### src/rtl/score_record_streamer.sv
// Transmit side of the scoreboard record link: keeps a best-score-per-userid table and
// streams it as parity-toggle framed 32-bit words, ending with a sentinel score word.
module score_record_streamer #(
   parameter int          DEPTH      = 8,
   parameter int          GAP_CYCLES = 2,
   parameter logic [15:0] SENTINEL   = 16'hFFFF
) (
   input  logic        clk,
   input  logic        rst,
   input  logic        wr_en,
   input  logic [15:0] wr_userid,
   input  logic [15:0] wr_score,
   input  logic        clear,
   input  logic        start,
   output logic [31:0] data,
   output logic        parity_toggle,
   output logic        busy,
   output logic        stream_done,
   output logic        wr_drop,
   output logic [4:0]  count
);

   localparam int IW = (DEPTH > 1) ? $clog2(DEPTH) : 1;
   localparam int GW = $clog2(GAP_CYCLES + 1);

   typedef enum logic [2:0] {
      S_IDLE   = 3'd0,
      S_SNAP   = 3'd1,
      S_SEND   = 3'd2,
      S_HOLD   = 3'd3,
      S_TERM   = 3'd4,
      S_HOLD_T = 3'd5
   } state_t;

   state_t         state_q, state_d;
   logic [15:0]    uid_q   [DEPTH];
   logic [15:0]    uid_d   [DEPTH];
   logic [15:0]    score_q [DEPTH];
   logic [15:0]    score_d [DEPTH];
   logic [4:0]     count_q, count_d;
   logic [4:0]     n_q, n_d;
   logic [4:0]     k_q, k_d;
   logic [GW-1:0]  gap_q, gap_d;
   logic [31:0]    data_q, data_d;
   logic           par_q, par_d;
   logic           busy_q, busy_d;
   logic           done_q, done_d;
   logic           drop_q, drop_d;

   logic           hit_s;
   logic [IW-1:0]  hit_idx_s;
   logic [15:0]    wr_score_s;
   logic           do_adv_s;
   logic           do_end_s;
   logic [4:0]     adv_k_s;
   logic [4:0]     adv_n_s;

   // Userid lookup among valid entries and sentinel clamping of incoming scores
   always_comb begin
      hit_s     = 1'b0;
      hit_idx_s = '0;
      for (int i = 0; i < DEPTH; i++) begin
         if ((5'(i) < count_q) && (uid_q[i] == wr_userid)) begin
            hit_s     = 1'b1;
            hit_idx_s = IW'(i);
         end else begin
            hit_s     = hit_s;
         end
      end
      if (wr_score == SENTINEL) begin
         wr_score_s = SENTINEL - 16'd1;
      end else begin
         wr_score_s = wr_score;
      end
   end

   // Next-state, table update and output word selection
   always_comb begin
      state_d  = state_q;
      uid_d    = uid_q;
      score_d  = score_q;
      count_d  = count_q;
      n_d      = n_q;
      k_d      = k_q;
      gap_d    = gap_q;
      data_d   = data_q;
      par_d    = par_q;
      busy_d   = busy_q;
      done_d   = 1'b0;
      drop_d   = 1'b0;
      do_adv_s = 1'b0;
      do_end_s = 1'b0;
      adv_k_s  = k_q;
      adv_n_s  = n_q;

      case (state_q)
         S_IDLE: begin
            busy_d = 1'b0;
            if (clear) begin
               count_d = 5'd0;
            end else if (wr_en) begin
               if (hit_s) begin
                  if (wr_score_s > score_q[hit_idx_s]) begin
                     score_d[hit_idx_s] = wr_score_s;
                  end else begin
                     score_d[hit_idx_s] = score_q[hit_idx_s];
                  end
               end else if (count_q < 5'(DEPTH)) begin
                  uid_d[count_q[IW-1:0]]   = wr_userid;
                  score_d[count_q[IW-1:0]] = wr_score_s;
                  count_d                  = count_q + 5'd1;
               end else begin
                  drop_d = 1'b1;
               end
            end else begin
               count_d = count_q;
            end
            if (start) begin
               state_d = S_SNAP;
               busy_d  = 1'b1;
            end else begin
               state_d = S_IDLE;
            end
         end
         S_SNAP: begin
            n_d      = count_q;
            adv_n_s  = count_q;
            adv_k_s  = 5'd0;
            do_adv_s = 1'b1;
         end
         S_SEND: begin
            if (GAP_CYCLES == 1) begin
               do_adv_s = 1'b1;
            end else begin
               state_d = S_HOLD;
               gap_d   = GW'(GAP_CYCLES - 2);
            end
         end
         S_HOLD: begin
            if (gap_q == '0) begin
               do_adv_s = 1'b1;
            end else begin
               gap_d = gap_q - 1'b1;
            end
         end
         S_TERM: begin
            if (GAP_CYCLES == 1) begin
               do_end_s = 1'b1;
            end else begin
               state_d = S_HOLD_T;
               gap_d   = GW'(GAP_CYCLES - 2);
            end
         end
         S_HOLD_T: begin
            if (gap_q == '0) begin
               do_end_s = 1'b1;
            end else begin
               gap_d = gap_q - 1'b1;
            end
         end
         default: begin
            state_d = S_IDLE;
            busy_d  = 1'b0;
         end
      endcase

      // The table is frozen outside IDLE, so any write there is refused
      if ((state_q != S_IDLE) && wr_en) begin
         drop_d = 1'b1;
      end else begin
         drop_d = drop_d;
      end

      if (do_adv_s) begin
         par_d = ~par_q;
         if (adv_k_s < adv_n_s) begin
            state_d = S_SEND;
            data_d  = {uid_q[adv_k_s[IW-1:0]], score_q[adv_k_s[IW-1:0]]};
            k_d     = adv_k_s + 5'd1;
         end else begin
            state_d = S_TERM;
            data_d  = {16'h0000, SENTINEL};
         end
      end else begin
         par_d = par_d;
      end

      if (do_end_s) begin
         state_d = S_IDLE;
         done_d  = 1'b1;
      end else begin
         done_d = done_d;
      end
   end

   // State, table and registered outputs
   always_ff @(posedge clk or posedge rst) begin
      if (rst) begin
         state_q <= S_IDLE;
         for (int i = 0; i < DEPTH; i++) begin
            uid_q[i]   <= 16'd0;
            score_q[i] <= 16'd0;
         end
         count_q <= 5'd0;
         n_q     <= 5'd0;
         k_q     <= 5'd0;
         gap_q   <= '0;
         data_q  <= 32'd0;
         par_q   <= 1'b0;
         busy_q  <= 1'b0;
         done_q  <= 1'b0;
         drop_q  <= 1'b0;
      end else begin
         state_q <= state_d;
         uid_q   <= uid_d;
         score_q <= score_d;
         count_q <= count_d;
         n_q     <= n_d;
         k_q     <= k_d;
         gap_q   <= gap_d;
         data_q  <= data_d;
         par_q   <= par_d;
         busy_q  <= busy_d;
         done_q  <= done_d;
         drop_q  <= drop_d;
      end
   end

   assign data          = data_q;
   assign parity_toggle = par_q;
   assign busy          = busy_q;
   assign stream_done   = done_q;
   assign wr_drop       = drop_q;
   assign count         = count_q;

endmodule

### config.mk
export PLATFORM = sky130hd
export DESIGN_NAME = score_record_streamer
export DESIGN_NICKNAME = d
export VERILOG_FILES = /design/src/rtl/score_record_streamer.sv
export SDC_FILE = /design/constraint.sdc
export NUM_CORES = 1
export LEC_CHECK = 0
export CORE_MARGIN = 3
export CORE_UTILIZATION = 60
export CTS_CLUSTER_SIZE = 28
export DETAILED_ROUTE_END_ITERATION = 10
export GPL_TIMING_DRIVEN = 0
export PLACE_DENSITY_LB_ADDON = 0.15
export SETUP_SLACK_MARGIN = 0.15
export SLEW_MARGIN = 20
export SYNTH_ARGS = -nofsm -noshare
export SYNTH_HDL_FRONTEND = slang
export SYNTH_SLANG_ARGS = --single-unit
### constraint.sdc
create_clock -name clk -period 17.1 [get_ports clk]
set_input_delay 2.565 -clock clk [delete_from_list [all_inputs] [get_ports clk]]
set_output_delay 2.565 -clock clk [all_outputs]
set_load 0.01 [all_outputs]
==> metrics <==
status=finished, final reports clean; commonest cells in the synthesized netlist=312 x dfrtp_1, 294 x nand2_1, 113 x clkbuf_1; top cell type by total area after synthesis=dfrtp_1; Port-buffer cells=49; Synth Cell Area=0.01943 sq mm; hold-fix buffers at CTS=0; vias in the first global route=roughly 17000; final setup vio count=0; Worst Max-Slew Pin Slew=1.231 ns; Clk pin slew, worst setup/hold paths=0.06 ns; number of enable flip-flop cells after synthesis=0; Final Critical Period=9.832 ns; CP startpoint kind=primary input; Pwr Density=159.7 mW/mm^2; DR iter-0 viols=2558; Fin Setup TNS=0 ns; Area Overhead vs Synth=11.45%; GRT Util Overall=0.4212; Mean Syn Cell Area=about 9.5 sq um; first-pass GRT wire length=108500 um; final WL=73690 um; placed wire-length estimate=52850 um; endpoints failing hold=0; # diodes=0; Placer Congestion=1.022; synth unique cells=90; WP data arrival=10.25 ns; share of the synthesized area in the top cell type=0.4018; boundary pin count=78; CP max stage cell=clkbuf_1; antenna-violating nets left=0; drt pass-1 iters=6; final routed DRC violation total=0; Async S/R FF share, synth=1.000; crit path max fanout=10; synth top area cells=dfrtp_1 40%, mux2_2 6.2%, nand2_1 5.7%; share of cells above drive strength 1=0.1539; Slew Viols, Final=0; die area=0.03458 sq mm; CTS tree=done; Chip Width=186.0 um; placed cell area=0.02055 sq mm; Worst Hold Class=reg -> reg; Final Cell Area=0.02165 sq mm; DR vias=17860; Max Freq=a little over 0.1 GHz; Peak VDD IR=89.30 uV; leak pwr=9.664 nW; CTS Buffer Depth=3; total power=approximately 3.5 mW; clock sink total=312; most used cell, CP=clkbuf_1; ys flop type=dfrtp_1; worst skew pair latency=~0.53 ns; Post-Synthesis Cells=2040; crit end category=flip-flop; CTS Root Cell=clkbuf_16; postcts setup bufs=0; Rel. slew slack=0.1796; initial antenna violation count=1; most common cell in the netlist=dfrtp_1; Post-layout nets=around 2200; residual overflow from global routing=0; vias per cell=6.980; max incr delay on CP=a little over 0.7 ns; Yosys reg bits=312; max_cap viols=0; num rows=65; CP top delay family=buffers and inverters; CORE AREA=between 0.03 and 0.04 sq mm; filler instances=around 2600; syn_nets=2100; Max Clock Skew=0.02124 ns; cts bufs inserted=36; CTS HTree Levels=2; worst hold slack=about 0.47 ns; Die Height=186.0 um; post-CTS sizing=0; period utilization=0.5750; Initial Util=0.6126; crit path buf inv count=6; Worst EP required=between 15 and 20 ns; RSZ-0062 raised after global routing=no; crit path kind=in -> reg; WL/cell=28.80 um; pin count of the biggest net entering global routing=~100; sequential area share after synthesis=0.4018; critical-path cell list=buf_4 > xor2_1 > nor4_1 > nand3_1 > or2_1 > clkbuf_1 > nand2_1 > or4_1 > clkbuf_1 > clkbuf_1 > o22ai_1 > a21oi_2 > ha_1 > a211oi_1 > nor2_1 > nor3_1 > nor2_1 > o21a_1 > o41ai_1 > clkbuf_1 > clkbuf_1 > nand3_1 > o211ai_1; Synth Warn #=0
[cell type report]
type	count	area (sq um)	share of cell area
Sequential cell	312	7807	0.3605
Inverter	23	93.84	0.004334
Tap cell	402	503.0	0.02323
Clock inverter	17	117.6	0.005431
Clock buffer	45	985.9	0.04553
Multi-Input combinational cell	1517	10560	0.4876
Timing Repair Buffer	55	603.1	0.02785
Buffer	188	984.7	0.04547
[layer usage]
metal,share of wire,wire length [um],vias up,GRT usage
met4,0.040,2942,4,0.1501
met1,0.41,30220,8835,0.6040
met3,0.14,10570,231,0.1601
met5,0.0014,104,-,0.02000
met2,0.41,29860,1278,0.5797
li1,-,-,7513,-
[final timing paths]
path	from	end	slack (ns)	cells past startpoint
setup / recovery	wr_userid[5]	score_q[62]$_DFFE_PP0P_	7.27	23
hold / removal	parity_toggle$_DFFE_PP0P_	parity_toggle$_DFFE_PP0P_	0.47	1
setup reg to reg	count[1]$_DFFE_PP0P_	score_q[62]$_DFFE_PP0P_	9.10	21
hold reg to reg	parity_toggle$_DFFE_PP0P_	parity_toggle$_DFFE_PP0P_	0.47	1
max in group asynchronous	rst	score_q[69]$_DFFE_PP0P_	13.44	4
min in group asynchronous	rst	data[20]$_DFFE_PP0P_	2.45	2
[metrics by stage]
step                utilization  worst slack, ns  std cells
global route             0.6827            6.946       2559
floorplan                     -            5.906       2040
CTS                      0.6827            7.727       2559
detailed placement       0.6479            7.220       2497
finish                   0.6827            7.268       2559
global placement         0.6439            1.903       2491
[report_power, final]
group	switching [mW]	total [mW]	internal, mW
combinational	1.00	1.58	0.580
clock	0.327	0.751	0.424
sequential	0.184	1.13	0.942
[registers in the layout (all words and copies together) (netlist names), 2 cells and up]
signal	cells
count	5
data	32
gap_q	2
k_q	5
n_q	5
score_q	128
state_q	3
uid_q	128
[cell families after synthesis]
| logic type | after synthesis | synth area share |
|---|---|---|
| AND/OR/NAND/NOR | 664 | 0.1646 |
| buffers and inverters | 211 | 0.05512 |
| adder cells (fa/ha/maj) | 23 | 0.01481 |
| flip-flops | 312 | 0.4018 |
| multiplexers | 234 | 0.1378 |
| XOR/XNOR | 131 | 0.05905 |
| AO/OA/AOI/OAI | 465 | 0.1668 |
[placed cells by master (no fill, tap or decap), drive strengths merged, types with 16 or more instances in the layout]
cell / count
nand3: 101
nor2b: 44
o22a: 20
inv: 22
nor4: 17
dfrtp: 312
and3: 16
o211ai: 62
buf: 81
a21oi: 83
xnor2: 80
a31oi: 48
clkbuf: 158
clkdlybuf4s50: 49
nor2: 77
ha: 23
a22oi: 24
and2: 18
a211oi: 37
mux2: 148
nand2: 295
nor3: 23
mux2i: 86
xor2: 51
o21ai: 94
nand4: 35
(Power assumes the default switching activity.)
==> patch: new RTL, same settings <==
The parameter `SENTINEL` goes from 16'hFFFF to 16'hBFFF.
--- a/src/rtl/score_record_streamer.sv
+++ b/src/rtl/score_record_streamer.sv
@@ -4,5 +4,5 @@
    parameter int          DEPTH      = 8,
    parameter int          GAP_CYCLES = 2,
-   parameter logic [15:0] SENTINEL   = 16'hFFFF
+   parameter logic [15:0] SENTINEL   = 16'hBFFF
 ) (
    input  logic        clk,
Function: not settled (the Yosys comparison gave no result); the edit may change what the design does.
==> patch against the original RTL <==
Cell area fell by 1.3%. Sequential cell count did not move. Register-to-register slack improved by 250 ps. Power rose by 3.6%. Sequential share of layout area rose by 0.48 points. Routed wire length fell by 4.6%. Worst setup slack improved by 300 ps. Clock skew fell by 7.2 ps. Synthesized area fell by 1.5%. Largest cell class unchanged.
==> patch: results (changes against the original RTL) <==
[outcome]
status = finished, final reports clean

[logic_synthesis]
yosys.area_share.adder_pct = 1.50  ; +0.022 points
yosysSeqAreaShare_pct = 40.8  ; +0.61 points
ys_types = 92  ; +2.2%
synthMuxAreaShare_pct = 13.7  ; -0.092 points
synth-compound-area-share_pct = 18.1  ; +1.4 points
postSynthAreaPerCell_um2 = 9.68  ; +1.6%

[global_routing]
grt_pass1_wl_um = 105000  ; -3.5%
met1_usage_pct = 58.2  ; -2.2 points
antenna_found_initial = 2  ; +1
grt_pass1_vias = 17000  ; -0.72%
grtUsageTotal_pct = 41.0  ; -1.1 points
grtUsageMet3_pct = 16.1  ; +0.099 points
use_met2_pct = 57.1  ; -0.92 points

[setup_path]
crit_family = simple AND/OR/NAND/NOR gates
cp_slowest_cell = nor4_1
r2r_setup_slack_ps = 9350  ; +250 ps
crit_arrival_ps = 9970  ; -280 ps

[placed_design]
dpl_worst_slack_ps = 7580  ; +362 ps
place_congestion = 1.05  ; +2.8%
dp_hpwl_um = 51700  ; -2.2%
portBuffers = 46  ; -6.1%

[route]
viasPerCell = 7.13  ; +2.1%
routedWlPerCell_um = 28.3  ; -1.7%
drtIter0Drc = 2550  ; -0.31%
first_pass_iters = 8  ; +2
wl_met2_um = 28400  ; -4.8%

[finish]
clk_share_pct = 5.51  ; +0.41 points
fillers = 2491  ; -4.3%
inverters = 21  ; -8.7%
stdcell_count = 2483  ; -3.0%
seq_cells = 312  ; unchanged
syn2layout_area_growth_pct = 11.6
layout-drive-gt1-share_pct = 15.7  ; +0.32 points
clock_buffers = 53  ; +18%

[timing]
relSlewSlack_pct = 13.9  ; -4.1 points
fin_worst_skew_ps = 14.0  ; -7.23 ps

[pwr]
p_sw_share_pct = 43.1  ; -0.65 points
p_comb_mw = 1.62  ; +3%
seq_power_share_pct = 32.9  ; +0.3 points

patch: cell count changes after synthesis, moves of 17 or more:
cell / change
a21oi_1: -30
a22oi_1: +73
buf_2: +27
buf_4: -17
mux2_2: +37
mux2_4: -40
nand2_1: -74
nor2b_1: -20
o211ai_1: -49
o21ai_0: +18
o21ai_1: +37
xnor2_1: -32
xor2_1: +33
patch: path summary, 6_finish.rpt:
path / start / to / cells past startpoint
max in group asynchronous: rst / score_q[27]$_DFFE_PP0P_ / 4
hold / removal: parity_toggle$_DFFE_PP0P_ / parity_toggle$_DFFE_PP0P_ / 1
setup / recovery: wr_userid[1] / score_q[8]$_DFFE_PP0P_ / 22
min in group asynchronous: rst / data[18]$_DFFE_PP0P_ / 2
setup reg to reg: count[2]$_DFFE_PP0P_ / score_q[8]$_DFFE_PP0P_ / 24
hold reg to reg: parity_toggle$_DFFE_PP0P_ / parity_toggle$_DFFE_PP0P_ / 1
